$ cat config.mk
export PLATFORM = sky130hd
export DESIGN_NAME = bin2bcd_conv_flat
export DESIGN_NICKNAME = d
export VERILOG_FILES = /design/src/rtl/bin2bcd_conv_if.sv /design/src/rtl/bin2bcd_conv.sv /design/src/flat_wrapper.sv
export SDC_FILE = /design/constraint.sdc
export NUM_CORES = 1
export LEC_CHECK = 0
export ABC_AREA = 1
export CORE_MARGIN = 3
export CORE_UTILIZATION = 45
export CTS_CLUSTER_DIAMETER = 200
export DETAILED_ROUTE_END_ITERATION = 12
export PLACE_DENSITY = 0.67
export SLEW_MARGIN = 0
export SYNTH_ARGS = -nofsm -noshare
export SYNTH_HDL_FRONTEND = slang
export SYNTH_SLANG_ARGS = --single-unit
$ cat constraint.sdc
create_clock -name clk -period 1.9 [get_ports clk]
set_input_delay 0.57 -clock clk [delete_from_list [all_inputs] [get_ports clk]]
set_output_delay 0.57 -clock clk [all_outputs]
set_load 0.01 [all_outputs]
$ cat src/rtl/bin2bcd_conv_if.sv
// Request/result bundle between the fare/mileage counters, the BCD converter
// and the seven-segment decoder.
interface bin2bcd_conv_if;
    logic        start;
    logic [13:0] fare_total;
    logic [6:0]  distance;
    logic [15:0] fare_total_bcd;
    logic [7:0]  distance_bcd;
    logic        fare_ovf;
    logic        dist_ovf;
    logic        busy;
    logic        done;

    modport master (
        output start, fare_total, distance,
        input  fare_total_bcd, distance_bcd, fare_ovf, dist_ovf, busy, done
    );

    modport slave (
        input  start, fare_total, distance,
        output fare_total_bcd, distance_bcd, fare_ovf, dist_ovf, busy, done
    );
endinterface

$ cat src/rtl/bin2bcd_conv.sv
// Sequential double-dabble converter: fare (4 digits) and distance (2 digits)
// converted in parallel over 14 shifts, with saturation to all-nines.
module bin2bcd_conv #(
    parameter int FARE_MAX = 9999,
    parameter int DIST_MAX = 99
) (
    input  logic clk,
    input  logic rst_n,
    bin2bcd_conv_if.slave bus
);
    typedef enum logic [1:0] {IDLE, SHIFT, DONE} state_t;

    localparam logic [13:0] FARE_LIM = 14'(FARE_MAX);
    localparam logic [6:0]  DIST_LIM = 7'(DIST_MAX);

    state_t      state_reg, state_next;
    logic [13:0] fare_sr_reg, fare_sr_next;
    logic [13:0] dist_sr_reg, dist_sr_next;
    logic [15:0] fare_acc_reg, fare_acc_next, fare_adj, fare_shift;
    logic [7:0]  dist_acc_reg, dist_acc_next, dist_adj, dist_shift;
    logic [3:0]  cnt_reg, cnt_next;
    logic        fare_pend_reg, fare_pend_next;
    logic        dist_pend_reg, dist_pend_next;
    logic [15:0] fare_bcd_reg, fare_bcd_next;
    logic [7:0]  dist_bcd_reg, dist_bcd_next;
    logic        fare_ovf_reg, fare_ovf_next;
    logic        dist_ovf_reg, dist_ovf_next;
    logic        fare_over, dist_over;

    // Add-3 correction per digit, applied to the value about to be shifted.
    genvar gi;
    generate
        for (gi = 0; gi < 4; gi++) begin : g_fare_adj
            assign fare_adj[gi*4 +: 4] = (fare_acc_reg[gi*4 +: 4] >= 4'd5) ?
                                         fare_acc_reg[gi*4 +: 4] + 4'd3 :
                                         fare_acc_reg[gi*4 +: 4];
        end
        for (gi = 0; gi < 2; gi++) begin : g_dist_adj
            assign dist_adj[gi*4 +: 4] = (dist_acc_reg[gi*4 +: 4] >= 4'd5) ?
                                         dist_acc_reg[gi*4 +: 4] + 4'd3 :
                                         dist_acc_reg[gi*4 +: 4];
        end
    endgenerate

    assign fare_shift = {fare_adj[14:0], fare_sr_reg[13]};
    assign dist_shift = {dist_adj[6:0],  dist_sr_reg[13]};
    assign fare_over  = (bus.fare_total > FARE_LIM);
    assign dist_over  = (bus.distance > DIST_LIM);

    always_comb begin
        state_next     = state_reg;
        fare_sr_next   = fare_sr_reg;
        dist_sr_next   = dist_sr_reg;
        fare_acc_next  = fare_acc_reg;
        dist_acc_next  = dist_acc_reg;
        cnt_next       = cnt_reg;
        fare_pend_next = fare_pend_reg;
        dist_pend_next = dist_pend_reg;
        fare_bcd_next  = fare_bcd_reg;
        dist_bcd_next  = dist_bcd_reg;
        fare_ovf_next  = fare_ovf_reg;
        dist_ovf_next  = dist_ovf_reg;
        case (state_reg)
            IDLE: begin
                if (bus.start) begin
                    fare_sr_next   = fare_over ? FARE_LIM : bus.fare_total;
                    dist_sr_next   = {7'd0, (dist_over ? DIST_LIM : bus.distance)};
                    fare_pend_next = fare_over;
                    dist_pend_next = dist_over;
                    fare_acc_next  = '0;
                    dist_acc_next  = '0;
                    cnt_next       = '0;
                    state_next     = SHIFT;
                end
            end
            SHIFT: begin
                fare_acc_next = fare_shift;
                dist_acc_next = dist_shift;
                fare_sr_next  = {fare_sr_reg[12:0], 1'b0};
                dist_sr_next  = {dist_sr_reg[12:0], 1'b0};
                cnt_next      = cnt_reg + 4'd1;
                // Last shift: publish the final accumulators on the same edge.
                if (cnt_reg == 4'd13) begin
                    fare_bcd_next = fare_shift;
                    dist_bcd_next = dist_shift;
                    fare_ovf_next = fare_pend_reg;
                    dist_ovf_next = dist_pend_reg;
                    state_next    = DONE;
                end
            end
            DONE: begin
                state_next = IDLE;
            end
            default: begin
                state_next = IDLE;
            end
        endcase
    end

    always_ff @(posedge clk or negedge rst_n) begin
        if (!rst_n) begin
            state_reg     <= IDLE;
            fare_sr_reg   <= '0;
            dist_sr_reg   <= '0;
            fare_acc_reg  <= '0;
            dist_acc_reg  <= '0;
            cnt_reg       <= '0;
            fare_pend_reg <= 1'b0;
            dist_pend_reg <= 1'b0;
            fare_bcd_reg  <= '0;
            dist_bcd_reg  <= '0;
            fare_ovf_reg  <= 1'b0;
            dist_ovf_reg  <= 1'b0;
        end else begin
            state_reg     <= state_next;
            fare_sr_reg   <= fare_sr_next;
            dist_sr_reg   <= dist_sr_next;
            fare_acc_reg  <= fare_acc_next;
            dist_acc_reg  <= dist_acc_next;
            cnt_reg       <= cnt_next;
            fare_pend_reg <= fare_pend_next;
            dist_pend_reg <= dist_pend_next;
            fare_bcd_reg  <= fare_bcd_next;
            dist_bcd_reg  <= dist_bcd_next;
            fare_ovf_reg  <= fare_ovf_next;
            dist_ovf_reg  <= dist_ovf_next;
        end
    end

    assign bus.fare_total_bcd = fare_bcd_reg;
    assign bus.distance_bcd   = dist_bcd_reg;
    assign bus.fare_ovf       = fare_ovf_reg;
    assign bus.dist_ovf       = dist_ovf_reg;
    assign bus.busy           = (state_reg != IDLE);
    assign bus.done           = (state_reg == DONE);
endmodule

$ cat src/flat_wrapper.sv
// flat-port wrapper written by rule: the top's interface ports become plain ports
module bin2bcd_conv_flat 
#(
    parameter int FARE_MAX = 9999,
    parameter int DIST_MAX = 99
)
  (clk, rst_n, bus_start, bus_fare_total, bus_distance, bus_fare_total_bcd, bus_distance_bcd, bus_fare_ovf, bus_dist_ovf, bus_busy, bus_done);
  bin2bcd_conv_if bus_i ();
  input  logic clk;
  input  logic rst_n;
  input wire logic [$bits(bus_i.start)-1:0] bus_start;
  input wire logic [$bits(bus_i.fare_total)-1:0] bus_fare_total;
  input wire logic [$bits(bus_i.distance)-1:0] bus_distance;
  output wire logic [$bits(bus_i.fare_total_bcd)-1:0] bus_fare_total_bcd;
  output wire logic [$bits(bus_i.distance_bcd)-1:0] bus_distance_bcd;
  output wire logic [$bits(bus_i.fare_ovf)-1:0] bus_fare_ovf;
  output wire logic [$bits(bus_i.dist_ovf)-1:0] bus_dist_ovf;
  output wire logic [$bits(bus_i.busy)-1:0] bus_busy;
  output wire logic [$bits(bus_i.done)-1:0] bus_done;
  assign bus_i.start = bus_start;
  assign bus_i.fare_total = bus_fare_total;
  assign bus_i.distance = bus_distance;
  assign bus_fare_total_bcd = bus_i.fare_total_bcd;
  assign bus_distance_bcd = bus_i.distance_bcd;
  assign bus_fare_ovf = bus_i.fare_ovf;
  assign bus_dist_ovf = bus_i.dist_ovf;
  assign bus_busy = bus_i.busy;
  assign bus_done = bus_i.done;
  bin2bcd_conv #(.FARE_MAX(FARE_MAX), .DIST_MAX(DIST_MAX)) u_core (.clk(clk), .rst_n(rst_n), .bus(bus_i));
endmodule
# Yosys cells after proc, flatten, opt, wreduce, memory -nomap -nowiden
# Cells that the tools add are included.
dict set report totals {
  output_inout_bits 28
  reg_bits 86
  ram_bits 0
  memories 0
  mem_bits_ro 0
  elab_cells 60
  in_bits 24
  latchBits 0
}
dict set report classes {
  n_eq_ne 5
  mux 21
  n_shift 0
  bitwise 0
  order_cmp 8
  n_addsub 7
  n_div 0
  reduce_logical 7
  multipliers 0
}
# op n
set op_table {}
lappend op_table {{14-bit case mux with 2 select lines} 2}
lappend op_table {{14-bit two-way mux} 3}
lappend op_table {{16-bit case mux with 2 select lines} 1}
lappend op_table {{4-bit by 3-bit >= comparator with 1-bit output, second input constant} 6}
lappend op_table {{4-bit two-way mux} 5}
lappend op_table {{4-bit by 2-bit adder with 4-bit output, second input constant} 4}
lappend op_table {{16-bit two-way mux} 1}
lappend op_table {{8-bit case mux with 2 select lines} 1}
lappend op_table {{14-bit > comparator, second input constant} 1}
lappend op_table {{8-bit two-way mux} 1}
lappend op_table {{4-bit case mux with 2 select lines} 1}
lappend op_table {{2-bit AND reduction} 4}
lappend op_table {{7-bit > comparator, second input constant} 1}
lappend op_table {{7-bit two-way mux} 1}
lappend op_table {{3-bit by 2-bit adder with 3-bit output, second input constant} 2}
lappend op_table {{3-bit two-way mux} 2}
lappend op_table {{4-bit by 1-bit adder with 4-bit output, second input constant} 1}
lappend op_table {{4-bit == test, second input constant} 1}
lappend op_table {{2-bit two-way mux} 2}
lappend op_table {{2-bit case mux with 2 select lines} 1}
lappend op_table {{2-bit nonzero test} 2}
lappend op_table {{2-bit by 1-bit == test with 1-bit output, second input constant} 1}
lappend op_table {{2-bit == test, second input constant} 1}
lappend op_table {{2-bit logical NOT} 1}
lappend op_table {{2 further kinds} 2}

# Depth between registers and ports, before layout
# Gate-level depths: netlist of run 1.
dict set report logic_depth {
  word_depth 4
  depth_mapped 9
}

# Worst setup path before layout of run 1
# OpenSTA, ideal clock, no wires.
dict set report synth_path {
  kind {reg2reg}
  from {reg u_core.cnt_reg[1]}
  to {reg u_core.fare_bcd_reg[15] (netlist: u_core.bus.fare_total_bcd[15])}
  stages_incl_launch_ff 9
  path_buffers 1
  required_time_ps 1773
  slack_ps 550
  period_less_slack_ps 1350
  arrival_time_ps 1223
  path_cell_list {dfrtp_1 inv_1 ha_1 nand3_2 nor2_8 inv_4 buf_6 nand2_1 o21ai_2}
}
dict set report synth_via {
  elab_chain_cells 2
}
# item line
set synth_lines {}
lappend synth_lines {{start: declaration} bin2bcd_conv.sv:21} ;# logic [3:0] cnt_reg, cnt_next;
lappend synth_lines {{start signal: assignment} bin2bcd_conv.sv:120} ;# cnt_reg <= cnt_next;
lappend synth_lines {{4-bit == test} bin2bcd_conv.sv:83} ;# if (cnt_reg == 4'd13) begin
lappend synth_lines {{2-bit AND reduction (no source line)} --}
lappend synth_lines {{end signal: assignment} bin2bcd_conv.sv:123} ;# fare_bcd_reg <= fare_bcd_next;
lappend synth_lines {{end: declaration} bin2bcd_conv.sv:24} ;# logic [15:0] fare_bcd_reg, fare_bcd_next;
# Every way passes these cells.
# A chain may end at the register's enable or synchronous reset.

# Worst setup path after layout of run 1
dict set report layout_path {
  from {reg u_core.dist_bcd_reg[5] (netlist: u_core.bus.distance_bcd[5])}
  to {out bus_distance_bcd[5]}
}
# item line
set layout_rtl {}
lappend layout_rtl {{start: declaration} bin2bcd_conv.sv:25} ;# logic [7:0] dist_bcd_reg, dist_bcd_next;
lappend layout_rtl {{start signal: assignment} bin2bcd_conv.sv:124} ;# dist_bcd_reg <= dist_bcd_next;
lappend layout_rtl {{end: declaration} flat_wrapper.sv:15} ;# output wire logic [$bits(bus_i.distance_bcd)-1:0] bus_distance_bcd;
# No word-level cell between the ends.

==> out/results.ini, run 1 <==
[run_status]
outcome=finished, final reports clean

[sta]
setup_tns_ns=0
fin_skew_ns=0.0127
fmax_mhz=548
finalCriticalPeriod_ns=1.82
finalSetupViolCount=0
drv_slew=0
hold_viol_final=0
fin_ws_ns=0.0764
fin_hold_ws_ns=0.231
grt_setup_unrepaired=false
post-route-period-util_pct=96.0
slew_headroom_pct=64.2
worst_slew_pin_slew_ns=0.537

[logic_synthesis]
synth_seq_cells=86
synth-compound-area-share_pct=9.12
yosysTopAreaCell=dfrtp_1
synth.yosys.seq_area_share_pct=52.3
synthCells=483
synth_area_sq_um=4110
synthMuxAreaShare_pct=0
synth_fa_ha_area_share_pct=4.26
synth_warnings=0
synthTopCellsByArea=dfrtp_1, nand2_1, nand3_1
netlist-cell-type-count=26
synth-xor-area-share_pct=1.28
syn_area_per_cell_sq_um=8.52
syn_nets=521
synth-simple-area-share_pct=25.1
synth_top_family_by_area=simple AND/OR/NAND/NOR gates
yosysTopAreaCellShare_pct=52.3

[power]
switching_share_pct=40.8
pwr-share-seq_pct=37.7
power.share.clock_pct=15.6
power_w=0.00847
powerDensity_nw_per_um2=1720
power_leakage_nw=2.47
p_int_w=0.00502
p_switching_w=0.00345
ir_worst_vdd_mv=1.00
combPwrFrac_pct=46.7

[detailed_routing]
vias=3290
ant_nets=0
wl_mm=8.17
wire_per_inst_um=12.6
drtIter0Drc=107
routed_via_density=5.08
drt-pass1-iter-count=4
drc=0

[critical_path]
cp.arrival_ns=1.25
rr_endpoint=u_core.fare_sr_reg[1]
critical_path.max_stage_delay_ns=0.55
cp_num_buf_inv=1
path_cells=clkdlybuf4s50_1
required_ns=1.33
path_delay_family=buffers and inverters
worstReg2RegStart=u_core.state_reg[0]
cp-start-kind=register
r2r_cells=8
crit_type=register to output pin
crit_path_end_kind=output pin
regToRegSetupSlack_ns=0.35
cp_slowest_cell=clkdlybuf4s50_1
critPathMaxFanout=2

[layout]
drive_above_1_share_pct=7.78
final_nets=573
n_antenna_cell=0
stdcell_count=648
area_growth_pct=19.8
fill_cells=827

[clocking]
clk_path_buf_depth=2
hold_buffers=0
cts_tree=yes
cts-root-buf=clkbuf_8
clock_latency_ns=0.35
htree_levels=3
clk_pin_slew_worst_paths_ns=0.09
cts.sinks=86
cts_buffers=9

[placed_design]
dp_hpwl_mm=5.46
portBuffers=51
gp_congestion=0.818
place_ws_ns=-0.00798
dpl.cell_count=631

[global_routing]
antenna_found_initial=0
globalRoute.totalOverflow=0
grt_usage_pct=17.0
grt_pass1_vias=3145
grt_pass1_wl_mm=14.2
grt_max_degree=87

[die]
fp.coreArea_sq_um=8810
ios=52
fp.dieH_um=102
die_area_sq_um=10300
num_rows=34
start_util_pct=46.7
die_w_um=102

[flow_run]
maxCapViolCount=0

[min_path]
hold_path.class=input port to async pin

power groups by stage:
stage	logic, W	clock network, W	registers, W
5_1_grt	0.00456	0.00144	0.00329
3_3_place_gp	0.00384	0	0.00319
6_report	0.00396	0.00132	0.00319
2_1_floorplan	0.00268	0	0.00325
3_5_place_dp	0.00400	0	0.00322
4_1_cts	0.00401	0.00136	0.00320
how the worst max path moves through the flow:
stage	from	endpoint	cells past startpoint
after floorplan	u_core.cnt_reg[1]	u_core.bus.fare_total_bcd[15]	8
after global placement	bus_fare_total[4]	u_core.fare_sr_reg[2]	9
after detailed placement	bus_start	u_core.fare_sr_reg[1]	7
after CTS	u_core.bus.dist_ovf	bus_dist_ovf	1
after global routing	u_core.bus.distance_bcd[7]	bus_distance_bcd[7]	1
final	u_core.bus.distance_bcd[5]	bus_distance_bcd[5]	1
cell usage after synthesis:
cell / number
inv_1: 48
xor2_1: 6
or2_2: 1
a22oi_1: 4
o211ai_1: 4
nor2_1: 31
nand4_1: 3
nor3_1: 1
nand2_1: 158
inv_2: 2
inv_4: 2
buf_2: 8
nand3_1: 47
o22ai_1: 16
nand2_2: 1
nand3_2: 2
o21ai_0: 27
a21oi_1: 2
o21ai_2: 8
buf_4: 5
buf_1: 1
dfrtp_1: 86
nor2_8: 1
ha_1: 14
buf_6: 4
nor2_4: 1
logic make-up (layout without fill, tap and decap cells):
logic type / Yosys count / in the layout
adders and majority gates: 14 / 14
buffers and inverters: 70 / 127
xor gates and xnor gates: 6 / 6
AOI/OAI and AO/OA: 61 / 61
and+or+nand+nor: 246 / 246
DFF: 86 / 86
layout by cell type, fill, tap and decap left out, drive strengths merged:
cell type / synthesis / final
clkinvlp: 0 / 1
dfrtp: 86 / 86
clkinv: 0 / 2
clkdlybuf4s50: 0 / 46
nor2: 33 / 33
a21oi: 2 / 2
bufinv: 0 / 1
ha: 14 / 14
nand4: 3 / 3
buf: 18 / 9
xor2: 6 / 6
nand3: 49 / 49
nand2: 159 / 159
o21ai: 35 / 35
inv: 52 / 52
clkbuf: 0 / 12
o211ai: 4 / 4
nor3: 1 / 1
dlygate4sd2: 0 / 2
or2: 1 / 1
dlymetal6s2s: 0 / 2
a22oi: 4 / 4
o22ai: 16 / 16
through the flow:
step                utilization (%)  instance area [sq um]
global placement               53.5                   4710
CTS                            55.9                   4920
floorplan                         -                   4110
global route                   56.0                   4930
detailed placement             53.5                   4710
finish                         56.0                   4930
final cells by class:
| cell class | count | area [sq um] | share of cell area, % |
|---|---|---|---|
| tap | 108 | 135 | 2.74 |
| clock buffer | 12 | 155 | 3.15 |
| multi-input combinational | 327 | 1640 | 33.2 |
| clock inverter | 4 | 55.1 | 1.12 |
| timing repair buffer | 59 | 596 | 12.1 |
| sequential | 86 | 2150 | 43.7 |
| inverter | 52 | 200 | 4.06 |
timing repair:
| action | CTS | global route |
|---|---|---|
| buffers inserted | 1 | 0 |
| endpoints found under the setup margin | 2 | 2 |
| resized for setup | 2 | 2 |
worst register-to-register path: cells and delay by family, from the launching register on:
| family | cells | cell delay [ns] |
|---|---|---|
| buf+inv | 3 | 0.68 |
| flops | 1 | 0.40 |
| simple gates | 5 | 0.37 |
routing by layer:
| layer | vias up | wire length, um | track usage (%) |
|---|---|---|---|
| li1 | 1648 | - | - |
| met1 | 1566 | 3980 | 23.6 |
| met2 | 65 | 3830 | 27.8 |
| met3 | 11 | 267 | 2.96 |
| met4 | 0 | 95 | 4.50 |
| met5 | - | 0 | 0 |
Power figures use the tool's default switching activity.
==> inputs of run 2 (changes only) <==
SLEW_MARGIN = 25   (was 0)
==> results of run 2 <==
Same layout as run 1: the final DEF is identical, and so are final timing and power.
==> inputs of run 3 (changes only) <==
CTS_CLUSTER_SIZE = 25   (was default)
==> results of run 3 <==
Same layout as run 1: the final DEF is identical, and so are final timing and power.
